`config.mk`:
```
export PLATFORM = sky130hd
export DESIGN_NAME = seg_display_reader
export DESIGN_NICKNAME = d
export VERILOG_FILES = /design/src/rtl/seg_reader_pkg.sv /design/src/rtl/seg_pattern_decoder.sv /design/src/rtl/seg_display_reader.sv
export SDC_FILE = /design/constraint.sdc
export NUM_CORES = 1
export LEC_CHECK = 0
export ABC_AREA = 1
export CAP_MARGIN = 20
export CORE_ASPECT_RATIO = 1.4
export CORE_MARGIN = 8
export CORE_UTILIZATION = 30
export CTS_BUF_LIST = sky130_fd_sc_hd__clkbuf_8 sky130_fd_sc_hd__clkbuf_16
export CTS_CLUSTER_DIAMETER = 100
export CTS_CLUSTER_SIZE = 24
export DETAILED_ROUTE_END_ITERATION = 6
export PLACE_DENSITY_LB_ADDON = 0.05
export SETUP_SLACK_MARGIN = 0.02
export SLEW_MARGIN = 40
export SYNTH_ARGS = -nofsm -noshare
export SYNTH_HDL_FRONTEND = slang
export SYNTH_SLANG_ARGS = --single-unit
```
`constraint.sdc`:
```
create_clock -name clk -period 9.3 [get_ports clk]
set_clock_uncertainty 0.1 [all_clocks]
set_input_delay 1.86 -clock clk [delete_from_list [all_inputs] [get_ports clk]]
set_output_delay 1.86 -clock clk [all_outputs]
set_load 0.05 [all_outputs]
```
`src/rtl/seg_reader_pkg.sv`:
```
// Shared types and segment patterns for the 7-segment bus reader.
// Segment bit order is gfedcba (bit0 = a, bit6 = g), 1 = lit.
package seg_reader_pkg;

    typedef enum logic [1:0] {
        KIND_BLANK = 2'd0,
        KIND_VALID = 2'd1,
        KIND_ERROR = 2'd2
    } seg_kind_t;

    localparam logic [6:0] SEG_BLANK = 7'h00;
    localparam logic [6:0] SEG_0     = 7'h3F;
    localparam logic [6:0] SEG_1     = 7'h06;
    localparam logic [6:0] SEG_2     = 7'h5B;
    localparam logic [6:0] SEG_3     = 7'h4F;
    localparam logic [6:0] SEG_4     = 7'h66;
    localparam logic [6:0] SEG_5     = 7'h6D;
    localparam logic [6:0] SEG_6     = 7'h7D;
    localparam logic [6:0] SEG_7     = 7'h07;
    localparam logic [6:0] SEG_8     = 7'h7F;
    localparam logic [6:0] SEG_9     = 7'h6F;
    localparam logic [6:0] SEG_A     = 7'h77;
    localparam logic [6:0] SEG_B     = 7'h7C;
    localparam logic [6:0] SEG_C     = 7'h39;
    localparam logic [6:0] SEG_D     = 7'h5E;
    localparam logic [6:0] SEG_E     = 7'h79;
    localparam logic [6:0] SEG_F     = 7'h71;

endpackage

```
`src/rtl/seg_pattern_decoder.sv`:
```
// Combinational 7-segment pattern to hex value decoder.
// Blank and unrecognised patterns report value 0.
module seg_pattern_decoder
    import seg_reader_pkg::*;
(
    input  logic [6:0] seg,
    output seg_kind_t  kind,
    output logic [3:0] value
);

    // Look up the lit-segment pattern; anything unlisted is an error
    always_comb begin
        kind  = KIND_VALID;
        value = 4'h0;
        case (seg)
            SEG_0:     value = 4'h0;
            SEG_1:     value = 4'h1;
            SEG_2:     value = 4'h2;
            SEG_3:     value = 4'h3;
            SEG_4:     value = 4'h4;
            SEG_5:     value = 4'h5;
            SEG_6:     value = 4'h6;
            SEG_7:     value = 4'h7;
            SEG_8:     value = 4'h8;
            SEG_9:     value = 4'h9;
            SEG_A:     value = 4'hA;
            SEG_B:     value = 4'hB;
            SEG_C:     value = 4'hC;
            SEG_D:     value = 4'hD;
            SEG_E:     value = 4'hE;
            SEG_F:     value = 4'hF;
            SEG_BLANK: kind  = KIND_BLANK;
            default:   kind  = KIND_ERROR;
        endcase
    end

endmodule

```
`src/rtl/seg_display_reader.sv`:
```
// Multiplexed 7-segment bus reader: synchronises the bus, waits for the
// digit select to settle, takes one sample per select period, commits a
// digit after STABLE_SCANS identical samples and reports each committed
// change on a valid/ready event port.
// Optional build macro SEG_ACTIVE_LOW_EN: inputs are active-low
// (common-anode), inverted right after the synchronisers.
module seg_display_reader
    import seg_reader_pkg::*;
#(
    parameter int NUM_DIGITS    = 4,
    parameter int SETTLE_CYCLES = 3,
    parameter int STABLE_SCANS  = 2,
    localparam int IDX_W        = (NUM_DIGITS > 1) ? $clog2(NUM_DIGITS) : 1
) (
    input  logic                    clk,
    input  logic                    rst,
    input  logic [6:0]              seg_in,
    input  logic                    dp_in,
    input  logic [NUM_DIGITS-1:0]   digit_sel,
    output logic                    evt_valid,
    input  logic                    evt_ready,
    output logic [IDX_W-1:0]        evt_digit,
    output logic [3:0]              evt_value,
    output logic                    evt_dp,
    output logic                    evt_blank,
    output logic                    evt_error,
    output logic [4*NUM_DIGITS-1:0] snapshot,
    output logic                    scan_err
);

    localparam int SET_W = $clog2(SETTLE_CYCLES + 1);
    localparam int CNT_W = $clog2(STABLE_SCANS + 1);

`ifdef SEG_ACTIVE_LOW_EN
    localparam logic POL = 1'b1;
`else
    localparam logic POL = 1'b0;
`endif

    logic [6:0]            seg_p0, seg_p1, seg_s;
    logic                  dp_p0, dp_p1, dp_s;
    logic [NUM_DIGITS-1:0] sel_p0, sel_p1, sel_s;

    // Two-flop synchronisers; reset to the idle (unlit/inactive) raw level
    always_ff @(posedge clk or posedge rst) begin
        if (rst) begin
            seg_p0 <= {7{POL}};
            seg_p1 <= {7{POL}};
            dp_p0  <= POL;
            dp_p1  <= POL;
            sel_p0 <= {NUM_DIGITS{POL}};
            sel_p1 <= {NUM_DIGITS{POL}};
        end else begin
            seg_p0 <= seg_in;
            seg_p1 <= seg_p0;
            dp_p0  <= dp_in;
            dp_p1  <= dp_p0;
            sel_p0 <= digit_sel;
            sel_p1 <= sel_p0;
        end
    end

    assign seg_s = seg_p1 ^ {7{POL}};
    assign dp_s  = dp_p1 ^ POL;
    assign sel_s = sel_p1 ^ {NUM_DIGITS{POL}};

    // ---- settle: one sample per select period ----
    logic [NUM_DIGITS-1:0] sel_prev;
    logic [SET_W-1:0]      settle_cnt;
    logic                  sel_changed, fire, onehot, sample, bad_sel;

    assign sel_changed = (sel_s != sel_prev);
    assign fire        = !sel_changed && (settle_cnt == SET_W'(1));
    assign onehot      = (sel_s != '0) && ((sel_s & (sel_s - 1'b1)) == '0);
    assign sample      = fire && onehot;
    assign bad_sel     = fire && (sel_s != '0) && !onehot;

    // Reload the settle counter on every select change, count down otherwise
    always_ff @(posedge clk or posedge rst) begin
        if (rst) begin
            sel_prev   <= '0;
            settle_cnt <= '0;
        end else begin
            sel_prev <= sel_s;
            if (sel_changed)
                settle_cnt <= SET_W'(SETTLE_CYCLES);
            else if (settle_cnt != '0)
                settle_cnt <= settle_cnt - SET_W'(1);
        end
    end

    logic [IDX_W-1:0] sel_idx;

    // Index of the active digit (only meaningful when one-hot)
    always_comb begin
        sel_idx = '0;
        for (int i = 0; i < NUM_DIGITS; i++)
            if (sel_s[i]) sel_idx = IDX_W'(i);
    end

    seg_kind_t  samp_kind;
    logic [3:0] samp_val;

    seg_pattern_decoder u_dec (
        .seg   (seg_s),
        .kind  (samp_kind),
        .value (samp_val)
    );

    // ---- stability filter and committed state ----
    seg_kind_t        cand_kind [NUM_DIGITS];
    logic [3:0]       cand_val  [NUM_DIGITS];
    logic             cand_dp   [NUM_DIGITS];
    logic [CNT_W-1:0] cnt       [NUM_DIGITS];
    seg_kind_t        com_kind  [NUM_DIGITS];
    logic [3:0]       com_val   [NUM_DIGITS];
    logic             com_dp    [NUM_DIGITS];
    logic [NUM_DIGITS-1:0] dirty;

    logic             match, commit;
    logic [CNT_W-1:0] cnt_n;

    assign match  = (samp_kind == cand_kind[sel_idx]) &&
                    (samp_val == cand_val[sel_idx]) && (dp_s == cand_dp[sel_idx]);
    assign cnt_n  = !match ? CNT_W'(1) :
                    (cnt[sel_idx] == CNT_W'(STABLE_SCANS)) ? cnt[sel_idx] :
                    cnt[sel_idx] + CNT_W'(1);
    assign commit = sample && (cnt_n == CNT_W'(STABLE_SCANS)) &&
                    ((samp_kind != com_kind[sel_idx]) ||
                     (samp_val != com_val[sel_idx]) || (dp_s != com_dp[sel_idx]));

    // ---- event arbitration: lowest-index dirty digit first ----
    logic                  load, pick_any;
    logic [IDX_W-1:0]      pick_idx;
    logic [NUM_DIGITS-1:0] dirty_clr, dirty_set;

    assign load = !evt_valid || evt_ready;

    // Priority pick of the lowest dirty digit and dirty update masks
    always_comb begin
        pick_any = |dirty;
        pick_idx = '0;
        for (int i = NUM_DIGITS - 1; i >= 0; i--)
            if (dirty[i]) pick_idx = IDX_W'(i);
        dirty_clr = (load && pick_any) ? (NUM_DIGITS'(1) << pick_idx) : '0;
        dirty_set = commit ? (NUM_DIGITS'(1) << sel_idx) : '0;
    end

    // Candidate/commit update on each sample; dirty set wins over clear
    always_ff @(posedge clk or posedge rst) begin
        if (rst) begin
            for (int i = 0; i < NUM_DIGITS; i++) begin
                cand_kind[i] <= KIND_BLANK;
                cand_val[i]  <= 4'h0;
                cand_dp[i]   <= 1'b0;
                cnt[i]       <= '0;
                com_kind[i]  <= KIND_BLANK;
                com_val[i]   <= 4'h0;
                com_dp[i]    <= 1'b0;
            end
            dirty    <= '0;
            scan_err <= 1'b0;
        end else begin
            if (sample) begin
                cand_kind[sel_idx] <= samp_kind;
                cand_val[sel_idx]  <= samp_val;
                cand_dp[sel_idx]   <= dp_s;
                cnt[sel_idx]       <= cnt_n;
                if (commit) begin
                    com_kind[sel_idx] <= samp_kind;
                    com_val[sel_idx]  <= samp_val;
                    com_dp[sel_idx]   <= dp_s;
                end
            end
            dirty <= (dirty & ~dirty_clr) | dirty_set;
            if (bad_sel) scan_err <= 1'b1;
        end
    end

    // Output event register; payload holds while stalled
    always_ff @(posedge clk or posedge rst) begin
        if (rst) begin
            evt_valid <= 1'b0;
            evt_digit <= '0;
            evt_value <= 4'h0;
            evt_dp    <= 1'b0;
            evt_blank <= 1'b0;
            evt_error <= 1'b0;
        end else if (load) begin
            evt_valid <= pick_any;
            if (pick_any) begin
                evt_digit <= pick_idx;
                evt_value <= com_val[pick_idx];
                evt_dp    <= com_dp[pick_idx];
                evt_blank <= (com_kind[pick_idx] == KIND_BLANK);
                evt_error <= (com_kind[pick_idx] == KIND_ERROR);
            end
        end
    end

    // Committed values packed four bits per digit
    always_comb begin
        snapshot = '0;
        for (int i = 0; i < NUM_DIGITS; i++)
            snapshot[4*i +: 4] = com_val[i];
    end

endmodule

```
# Word-level counts from Yosys, hierarchy flattened
# Cells that the tools add are included.
# Widths: inputs -> output; s select.
# classes
add_sub_neg	3
order_cmp	3
eq_ne	27
n_shift	2
muxes	58
bitwise	6
n_reduce_logical	27
# ops
cell	n
$eq 7x7->1 const B	12
$pmux 4 s15	1
$mux 2	19
$mux 4	9
$bwmux 16	2
$bmux 4 s2	3
$bwmux 8	3
$bmux 2 s2	4
$reduce_or 16->1	1
$eq 7x3->1 const B	2
$eq 7x6->1 const B	2
$logic_and 1x1->1	11
$and 4x4->4	2
$bwmux 4	2
$demux 4 s2	1
$mux 1	8
$ne 4x4->1	2
$shl 1x2->4 const A	2
$logic_not 7->1	1
$bmux 1 s2	3
$eq 2x2->1 const B	3
$ge 3x3->1 const B	2
$not 2->3	2
$demux 2 s2	1
other kinds (22)	28
# word_totals
ff_bits	109
wordCells	170

# Logic depth before layout (Yosys ltp)
# Gate-level depths: netlist of the first run.
# logic_depth
ltp_word	16
mapped_depth	19
mapped_depth_nobuf	17

# Modules after synthesis
# From an unflattened synthesis of the first run, not the netlist that was laid out.
# unflattened
hier_cells	679
area_unflattened_um2	5396.4
# by_module_without_submodules
mod	instances	cells_each	area_per_inst_um2
seg_display_reader	1	608	5048.6
seg_pattern_decoder	1	71	347.8

# Worst setup path before layout of the first run
# No wires, ideal clock.
# synth_path
path_kind	input to register
start	in evt_ready
end	reg evt_value[0]
setup_time_ns	0.126
arrival_ns	2.822
slack_ns	6.252
path_stages	6
cell_sequence	nor2_1 -> a21oi_1 -> clkbuf_1 -> o221ai_1 -> a221oi_1 -> nor2_1
# synth_via
elab_chain_cells	2
# synth_lines
item	line_no	text
from (decl)	seg_display_reader.sv:21	input logic evt_ready,
$logic_or 1x1->1	seg_display_reader.sv:137	assign load = !evt_valid || evt_ready;
$reduce_and 2->1 (no line)	--	
to (signal assigned)	seg_display_reader.sv:193	evt_value <= com_val[pick_idx];
to (decl)	seg_display_reader.sv:23	output logic [3:0] evt_value,
# No other way between the ends.
# A chain may end at the register's enable or synchronous reset.

# Worst setup path after layout of the first run
# layout_path
start	reg sel_p1[3]
end	reg com_val, in the netlist snapshot[0]
# layout_via
elab_chain_cells	13
word_cells_on_any_way	56
# layout_lines
item	line_no	text
from (decl)	seg_display_reader.sv:42	logic [NUM_DIGITS-1:0] sel_p0, sel_p1, sel_s;
from (signal assigned)	seg_display_reader.sv:52	sel_p1 <= {NUM_DIGITS{POL}};
from (signal assigned)	seg_display_reader.sv:59	sel_p1 <= sel_p0;
branches (longest 13 deep; another with $add 2x1->2)	--	
to (signal, indexed assignment)	seg_display_reader.sv:171	com_val[sel_idx] <= samp_val;
to (decl)	seg_display_reader.sv:116	logic [3:0] com_val [NUM_DIGITS];
# Parallel ways; which one is timed is not known. The select of a mux whose other input is x is not followed.

==> impl_metrics.ini, run 1 <==
[outcome]
status = completed

[sta]
setup_viol = 0
timing.hold.ws_ps = 250.3
rsz0062_at_grt = false
worstMarginPinSlew_ps = 775.7
max_freq_mhz = 258.3
hold_violations = 0
min_period_ps = 3871
maxSlewHeadroom_pct = 48.09
post-route-period-util_pct = 41.62
tns_ps = 0
slew_viol_final = 0
setup_ws_ps = 5429

[setup_path]
worstSetupStartpointType = register
worstPathMaxFanout = 32
arrival_ps = 4020
worstPathRequired_ps = 9450
worstSetupPathType = reg -> reg
crit_path_end_kind = register

[floorplanning]
fp.coreArea_sq_um = 17710
initial_core_util_pct = 30.26
die_h_um = 174.1
io_pins = 42
fp.dieW_um = 129.0
die_area_sq_um = 22460
rows = 58

[logic_synthesis]
synth_cells = 678
synth_top_area_share_pct = 50.90
synth_edf_count = 0
synth_seq_area_share_pct = 50.90
syn-cell-area_sq_um = 5359
yosysWarningCount = 0
synth_top_area_cell = dfrtp_1
avgSynthCellArea_sq_um = 7.904
synth.net_count = 696
synth-seq-cells = 109
synth.distinct_cells = 37
synthArstFlopShare_pct = 100.0
synth_area_leaders = dfrtp_1 51%, nand2_1 14%, nand3_1 5.8%
ys.flop_type = dfrtp_1

[clocking]
clock-root-buffer = clkbuf_16
clockBufferDepth = 2
cts_resized = 0
clk_pin_slew_worst_paths_ps = 70
clock_latency_ps = 360
cts_tree = yes
htree_levels = 3
cts_sinks = 109
postCtsSetupBuffers = 0
numCtsBuffers = 9
ctsHoldBuffers = 0

[global_route]
globalRouteOverflowTotal = 0
grt_util_all_layers_pct = 15.39
grt_pass1_vias = 4663
grt_pass1_wl_um = 26160
grt_max_degree = 66
grt_antenna_before_repair = 0

[drt]
firstDrtPassIters = 4
drc = 0
vias = 4618
vias_per_cell = 4.800
routed_wl_um = 16430
drt-initial-drc-count = 434
ant_nets = 0
wl_per_cell_um = 17.08

[power_and_ir_drop]
p_leak_uw = 0.003066
worst_ir_drop_vdd_mv = 0.08248
power.total_uw = 1222
power.density_nw_per_um2 = 193.8

[final_layout]
antenna_cells = 0
area_delta_synth_final_pct = 17.60
mostFrequentLayoutCells = 206 x nand2_1, 109 x dfrtp_1, 71 x inv_1, 64 x nor2_1, 62 x nand3_1
final_area_sq_um = 6302
fillers = 1933
final_common_cell = nand2_1
layout.nets = 735
drive_gt1_share_pct = 7.341

[placed_design]
place_hpwl_um = 12420
placed_cell_area_sq_um = 6015
finalWeightedCongestion = 0.8626
io_buffers = 41
pre_cts_ws_ps = 5373

[job]
max_cap_viol_count = 0

[min_path]
holdCritPathClass = reg -> reg
## kinds of logic (layout without fill, tap and decap cells)
group / after synthesis / in the layout / synth area share [%]
AOI/OAI and AO/OA: 101 / 101 / 11.04
xor gates and xnor gates: 5 / 5 / 0.8171
adders and majority gates: 3 / 3 / 0.7005
buffers and inverters: 95 / 139 / 7.238
DFF: 109 / 109 / 50.90
and+or+nand+nor: 365 / 365 / 29.30
## synthesized netlist by cell type (all sizes together), types with 3 or more instances
| cell | instances |
|---|---|
| nand3 | 63 |
| inv | 78 |
| clkbuf | 5 |
| a21oi | 20 |
| o211ai | 5 |
| nor2 | 74 |
| xor2 | 5 |
| a221oi | 4 |
| nand2 | 216 |
| buf | 12 |
| a31oi | 8 |
| dfrtp | 109 |
| o22ai | 6 |
| ha | 3 |
| o21ai | 50 |
| o221ai | 3 |
| nand4 | 7 |
## area by class of cell
class                           instances  area (sq um)  area share, %
Tap cell                              240         300.3          4.765
Sequential cell                       109          2728          43.28
Clock inverter                          5         35.03         0.5559
Timing Repair Buffer                   45         444.2          7.048
Multi-Input combinational cell        474          2247          35.66
Clock buffer                           11         252.7          4.010
Inverter                               78         295.3          4.685
## state kept, by name, summed over array words and instances (netlist names), 2 cells and up
name and count:
seg_p0 7, snapshot 16, cand_dp 4, seg_p1 7
com_dp 4, com_kind 8, settle_cnt 2, dirty 4
evt_value 4, cand_val 16, sel_p1 4, evt_digit 2
sel_p0 4, cand_kind 8, sel_prev 4, cnt 8
## routing by layer
layer / wire, um / global-route usage [%]
met1: 6428 / 16.35
met2: 8759 / 27.98
met3: 603 / 2.852
met4: 639 / 7.961
met5: 0 / 0
## path summary, 6_finish.rpt
| kind | from | end | slack, ps | cells past startpoint |
|---|---|---|---|---|
| worst max-delay path | sel_p1[3] | snapshot[0] | 5430 | 17 |
| worst min-delay path | dp_p0 | dp_p1 | 250 | 0 |
| worst max register to register | sel_p1[3] | snapshot[0] | 5430 | 17 |
| worst min register to register | dp_p0 | dp_p1 | 250 | 0 |
| max in group asynchronous | rst | com_kind[7] | 6270 | 3 |
| min in group asynchronous | rst | sel_p0[1] | 1810 | 2 |
## power breakdown
group	switching, uW	total (uW)	leakage, uW	internal, uW
combinational	219	312	0.00149	92.8
clock	188	386	0.000147	197
sequential	19.4	524	0.00143	505
## metrics by stage
stage	std cells	util, %
CTS	962	35.59
floorplan	678	-
global route	962	35.59
finish	962	35.59
detailed placement	946	33.97
global placement	946	33.92
## critical path, stage by stage (launching register included)
cell and delay, ps:
dfrtp_1 360, buf_4 230, nor2_4 320, nand2_1 380, inv_1 430, nand2_1 90, nand2_1 70, inv_1 50
nand3_1 60, nand2_1 60, nor2_1 110, nand3_1 90, nor2_2 150, nand4_2 130, nor2_4 560, nand2_1 360
nand2_1 150, nand2_1 50
Note: power is estimated with default switching activity, not from simulation.
==> run 2, diff against run 1 <==
- clock period: 9.3 -> 3.2 ns (I/O delays scaled with it)
==> run 2 against run 1 <==
First-iteration DRC count down 41%. Global-route usage down 0.052 points. Via count down 0.52%. Core utilization up 0.84 points. Final area up 2.4%. Worst setup slack worse by 5100 ps. Critical path type unchanged.
==> impl_metrics.ini, run 2 (synthesized netlist as in run 1, its figures left out) <==
[drt]
vias = 4594
vias_per_cell = 4.702
firstDrtPassIters = 4
routed_wl_um = 16450
met3_length_um = 560
ant_nets = 0
drt-initial-drc-count = 256
highest_layer = met4
wl_per_cell_um = 16.83
route.met2.wl_um = 8531
drc = 0
wl_met1_um = 6638

[setup_path]
worstPathRequired_ps = 3400
worstSetupStartpointType = register
crit_path_end_kind = register
worstSetupPathType = reg -> reg
arrival_ps = 3090
worstPathMaxFanout = 14

[global_route]
globalRouteOverflowTotal = 0
grt_pass1_vias = 4697
grt_antenna_before_repair = 0
grt_max_degree = 54
grt_pass1_wl_um = 26120
grt_util_all_layers_pct = 15.34

[clocking]
clockBufferDepth = 2
cts_sinks = 109
htree_levels = 3
numCtsBuffers = 9
cts_tree = yes
ctsHoldBuffers = 0
clock_latency_ps = 360
clk_pin_slew_worst_paths_ps = 80
clock-root-buffer = clkbuf_16

[sta]
tns_ps = 0
max_freq_mhz = 346.5
slew_viol_final = 0
hold_violations = 0
rsz0062_at_grt = false
maxSlewHeadroom_pct = 61.97
worstMarginPinSlew_ps = 569.3
post-route-period-util_pct = 90.18
setup_viol = 0
min_period_ps = 2886

[final_layout]
stdcell_count = 977
drive_gt1_share_pct = 9.091
final_common_cell = nand2_1
final_area_sq_um = 6451
antenna_cells = 0
mostFrequentLayoutCells = 206 x nand2_1, 109 x dfrtp_1, 72 x inv_1, 64 x nor2_1, 62 x nand3_1
layout.nets = 750
area_delta_synth_final_pct = 20.38
fillers = 1904

[placed_design]
place_hpwl_um = 12500
placed_cell_area_sq_um = 6123
finalWeightedCongestion = 0.8664
post-place-cells = 958
io_buffers = 41

[floorplanning]
die_h_um = 174.1
fp.dieW_um = 129.0
rows = 58
die_area_sq_um = 22460
initial_core_util_pct = 30.26
fp.coreArea_sq_um = 17710
io_pins = 42

[outcome]
status = completed

[min_path]
holdCritPathClass = reg -> reg

[power_and_ir_drop]
worst_ir_drop_vdd_mv = 0.2909
power.density_nw_per_um2 = 561.9
p_leak_uw = 0.003148

[job]
max_cap_viol_count = 0
run 2: where the power goes:
group / internal [uW] / switching, uW / total (uW)
combinational: 290 / 646 / 936
clock: 630 / 536 / 1170
sequential: 1470 / 56.3 / 1520
run 2: worst max-delay path, stage by stage (launching register included):
cell and delay [ps]:
dfrtp_1 460, nand2_2 170, nor2_1 60, nand2_1 130, nand2_1 100, nor2_1 370, nand2_2 270, nand2_1 110
nand2_1 50, nor3_1 180, nand3_1 150, nand2_1 130, nor2_4 60, buf_4 190, nand2_2 150, nand2_1 70
nand2_1 70
run 2: path summary, 6_finish.rpt:
kind	from	endpoint	slack [ps]	cells past startpoint
max	seg_p1[2]	snapshot[12]	310	16
min reg2reg	sel_p0[3]	sel_p1[3]	250	0
min	sel_p0[3]	sel_p1[3]	250	0
max in group asynchronous	rst	cand_kind[7]	1740	3
max reg2reg	seg_p1[2]	snapshot[12]	310	16
min in group asynchronous	rst	cand_val[3]	580	2
run 2: area by class of cell:
class                   count  area [sq um]  area share (%)
multi-input cells         474          2247           34.83
clock inverters             6         62.56          0.9697
clock buffers              10         239.0           3.704
repair buffers             60         578.1           8.960
well taps                 240         300.3           4.655
flip-flops and latches    109          2728           42.28
inverters                  78         296.5           4.597
run 2: per-layer routing:
layer / vias to the layer above / global-route usage, %
met5: - / 0
met4: 0 / 8.501
met3: 29 / 2.637
met2: 93 / 27.22
met1: 2177 / 16.78
li1: 2295 / -
run 2: stage by stage:
step                setup WS (ps)  hold WS, ps  util [%]  power [uW]
floorplan                   891.5        231.2         -        2157
global placement            235.8        232.9     34.58        2499
detailed placement          248.0        236.3     34.58        2504
CTS                         242.7        253.2     36.28        3683
global route                68.99        261.6     36.43        3818
finish                      314.2        250.3     36.43        3625
run 2: timing repair:
action                     CTS  global route
resized for setup            0             2
buffers inserted             0             3
setup endpoints to repair    0             4
==> run 3, diff against run 2 <==
- CTS_BUF_LIST: sky130_fd_sc_hd__clkbuf_8 sky130_fd_sc_hd__clkbuf_16 -> sky130_fd_sc_hd__clkbuf_4
==> run 3 against run 2 <==
Combinational power barely moved. First-iteration DRC count shrank 12%. Global-route usage hardly changed. Sequential share of layout area increased by 1.1 points. Register-to-register slack worse by 40 ps. Die area is the same. Clock power is 37% lower. Worst setup slack got worse by 44 ps. Via count is 0.44% lower. Critical path type unchanged. Sequential cell count is the same. Sequential power hardly changed. Total power shrank 12%.
==> impl_metrics.ini, run 3 (synthesized netlist as in run 1, its figures left out) <==
[outcome]
status = completed

[drt]
vias = 4574
wl_per_cell_um = 16.78
firstDrtPassIters = 5
vias_per_cell = 4.677
drc = 0
drt-initial-drc-count = 225
routed_wl_um = 16410
ant_nets = 0

[global_route]
grt_max_degree = 54
grt_pass1_vias = 4670
globalRouteOverflowTotal = 0
grt_util_all_layers_pct = 15.30
grt_antenna_before_repair = 1
grt_pass1_wl_um = 26050

[placed_design]
place_hpwl_um = 12500
post-place-cells = 958
pre_cts_ws_ps = 248.0
finalWeightedCongestion = 0.8664
placed_cell_area_sq_um = 6123
io_buffers = 41

[setup_path]
worstPathMaxFanout = 8
crit_path_end_kind = register
r2r-start = seg_p1[2]
worstSetupStartpointType = register
reg2reg_depth = 15
arrival_ps = 3260
r2r_setup_slack_ps = 270
worstSetupPathType = reg -> reg
reg2reg_to = snapshot[4]
worstPathRequired_ps = 3530

[floorplanning]
io_pins = 42
fp.coreArea_sq_um = 17710
rows = 58
fp.dieW_um = 129.0
die_area_sq_um = 22460
die_h_um = 174.1
initial_core_util_pct = 30.26

[final_layout]
layout.nets = 750
mostFrequentLayoutCells = 206 x nand2_1, 109 x dfrtp_1, 70 x inv_1, 64 x nor2_1, 62 x nand3_1
final_area_sq_um = 6294
drive_gt1_share_pct = 9.227
stdcell_count = 978
final_common_cell = nand2_1
area_delta_synth_final_pct = 17.44
fillers = 1919

[job]
max_cap_viol_count = 0

[clocking]
numCtsBuffers = 9
cts_sinks = 109
clock_latency_ps = 490
ctsHoldBuffers = 0
clock-root-buffer = clkbuf_4
clk_pin_slew_worst_paths_ps = 160
cts_tree = yes
htree_levels = 3
clockBufferDepth = 2

[power_and_ir_drop]
power.density_nw_per_um2 = 508.0
p_leak_uw = 0.003071
worst_ir_drop_vdd_mv = 0.2147

[sta]
min_period_ps = 2930
setup_ws_ps = 269.9
maxSlewHeadroom_pct = 61.81
tns_ps = 0
hold_violations = 0
timing.hold.ws_ps = 267.5
post-route-period-util_pct = 91.57
slew_viol_final = 0
max_freq_mhz = 341.3
worstMarginPinSlew_ps = 571.6
rsz0062_at_grt = false
setup_viol = 0

[min_path]
worstHoldPathCells = 0
holdPathEnd = sel_p1[0]
holdCritStartpoint = sel_p0[0]
holdCritPathClass = reg -> reg
==> run 3: cell types whose count changed in the layout (fill, tap and decap cells not counted), sizes merged <==
cell	delta
clkbuf	+1
clkinv	+1
inv	-2
diode	+1
==> run 3: cell type report <==
type / count / area, sq um / area share, %
Multi-Input combinational cell: 474 / 2247 / 35.71
Clock buffer: 11 / 82.58 / 1.312
Inverter: 78 / 296.5 / 4.712
Antenna cell: 1 / 2.502 / 0.03976
Tap cell: 240 / 300.3 / 4.771
Timing Repair Buffer: 60 / 578.1 / 9.185
Clock inverter: 5 / 58.81 / 0.9344
Sequential cell: 109 / 2728 / 43.34
==> run 3: how the worst max path moves through the flow <==
| stage | startpoint | end | slack (ps) | cells after the start |
|---|---|---|---|---|
| floorplan | sel_p1[3] | snapshot[12] | 890 | 17 |
| finish | seg_p1[2] | snapshot[4] | 270 | 15 |
| global placement | sel_p1[3] | snapshot[15] | 240 | 14 |
| detailed placement | seg_p1[2] | com_kind[1] | 250 | 15 |
| CTS | seg_p1[2] | com_kind[1] | 240 | 15 |
| global route | sel_p1[3] | snapshot[12] | 20 | 12 |
==> run 3: stage by stage <==
stage	utilization, %	power, uW
floorplan	-	2157
global placement	34.58	2499
finish	35.54	3197
detailed placement	34.58	2504
global route	35.54	3396
CTS	35.38	3258
==> run 3: repair_timing <==
item                                    4_1_cts  5_1_grt
buffers inserted                              0        3
gates resized for setup                       0        1
endpoints found under the setup margin        0        2
==> run 3: worst max-delay path, cell delays in order (launching register included) <==
cell	delay (ps)
dfrtp_1	490
nand2_2	170
nor2_1	60
nand2_1	130
nand2_1	100
nor2_1	400
nand2_2	280
nand2_1	110
nand2_1	50
nor3_1	180
nand3_1	160
nand2_1	140
nor2_4	60
nand2_1	280
nand2_1	100
nand2_1	80
==> run 3: power breakdown <==
group / internal [uW] / switching (uW) / leakage, uW
Sequential: 1470 / 56.4 / 0.00143
Clock: 260 / 478 / 0.0000755
Combinational: 290 / 645 / 0.00157
==> run 3: per-layer routing <==
metal / wire [um] / up-vias / GRT usage (%)
met5: 0 / - / 0
met4: 609 / 0 / 7.568
met3: 515 / 24 / 2.545
met2: 8599 / 86 / 27.63
met1: 6689 / 2176 / 16.72
li1: - / 2288 / -
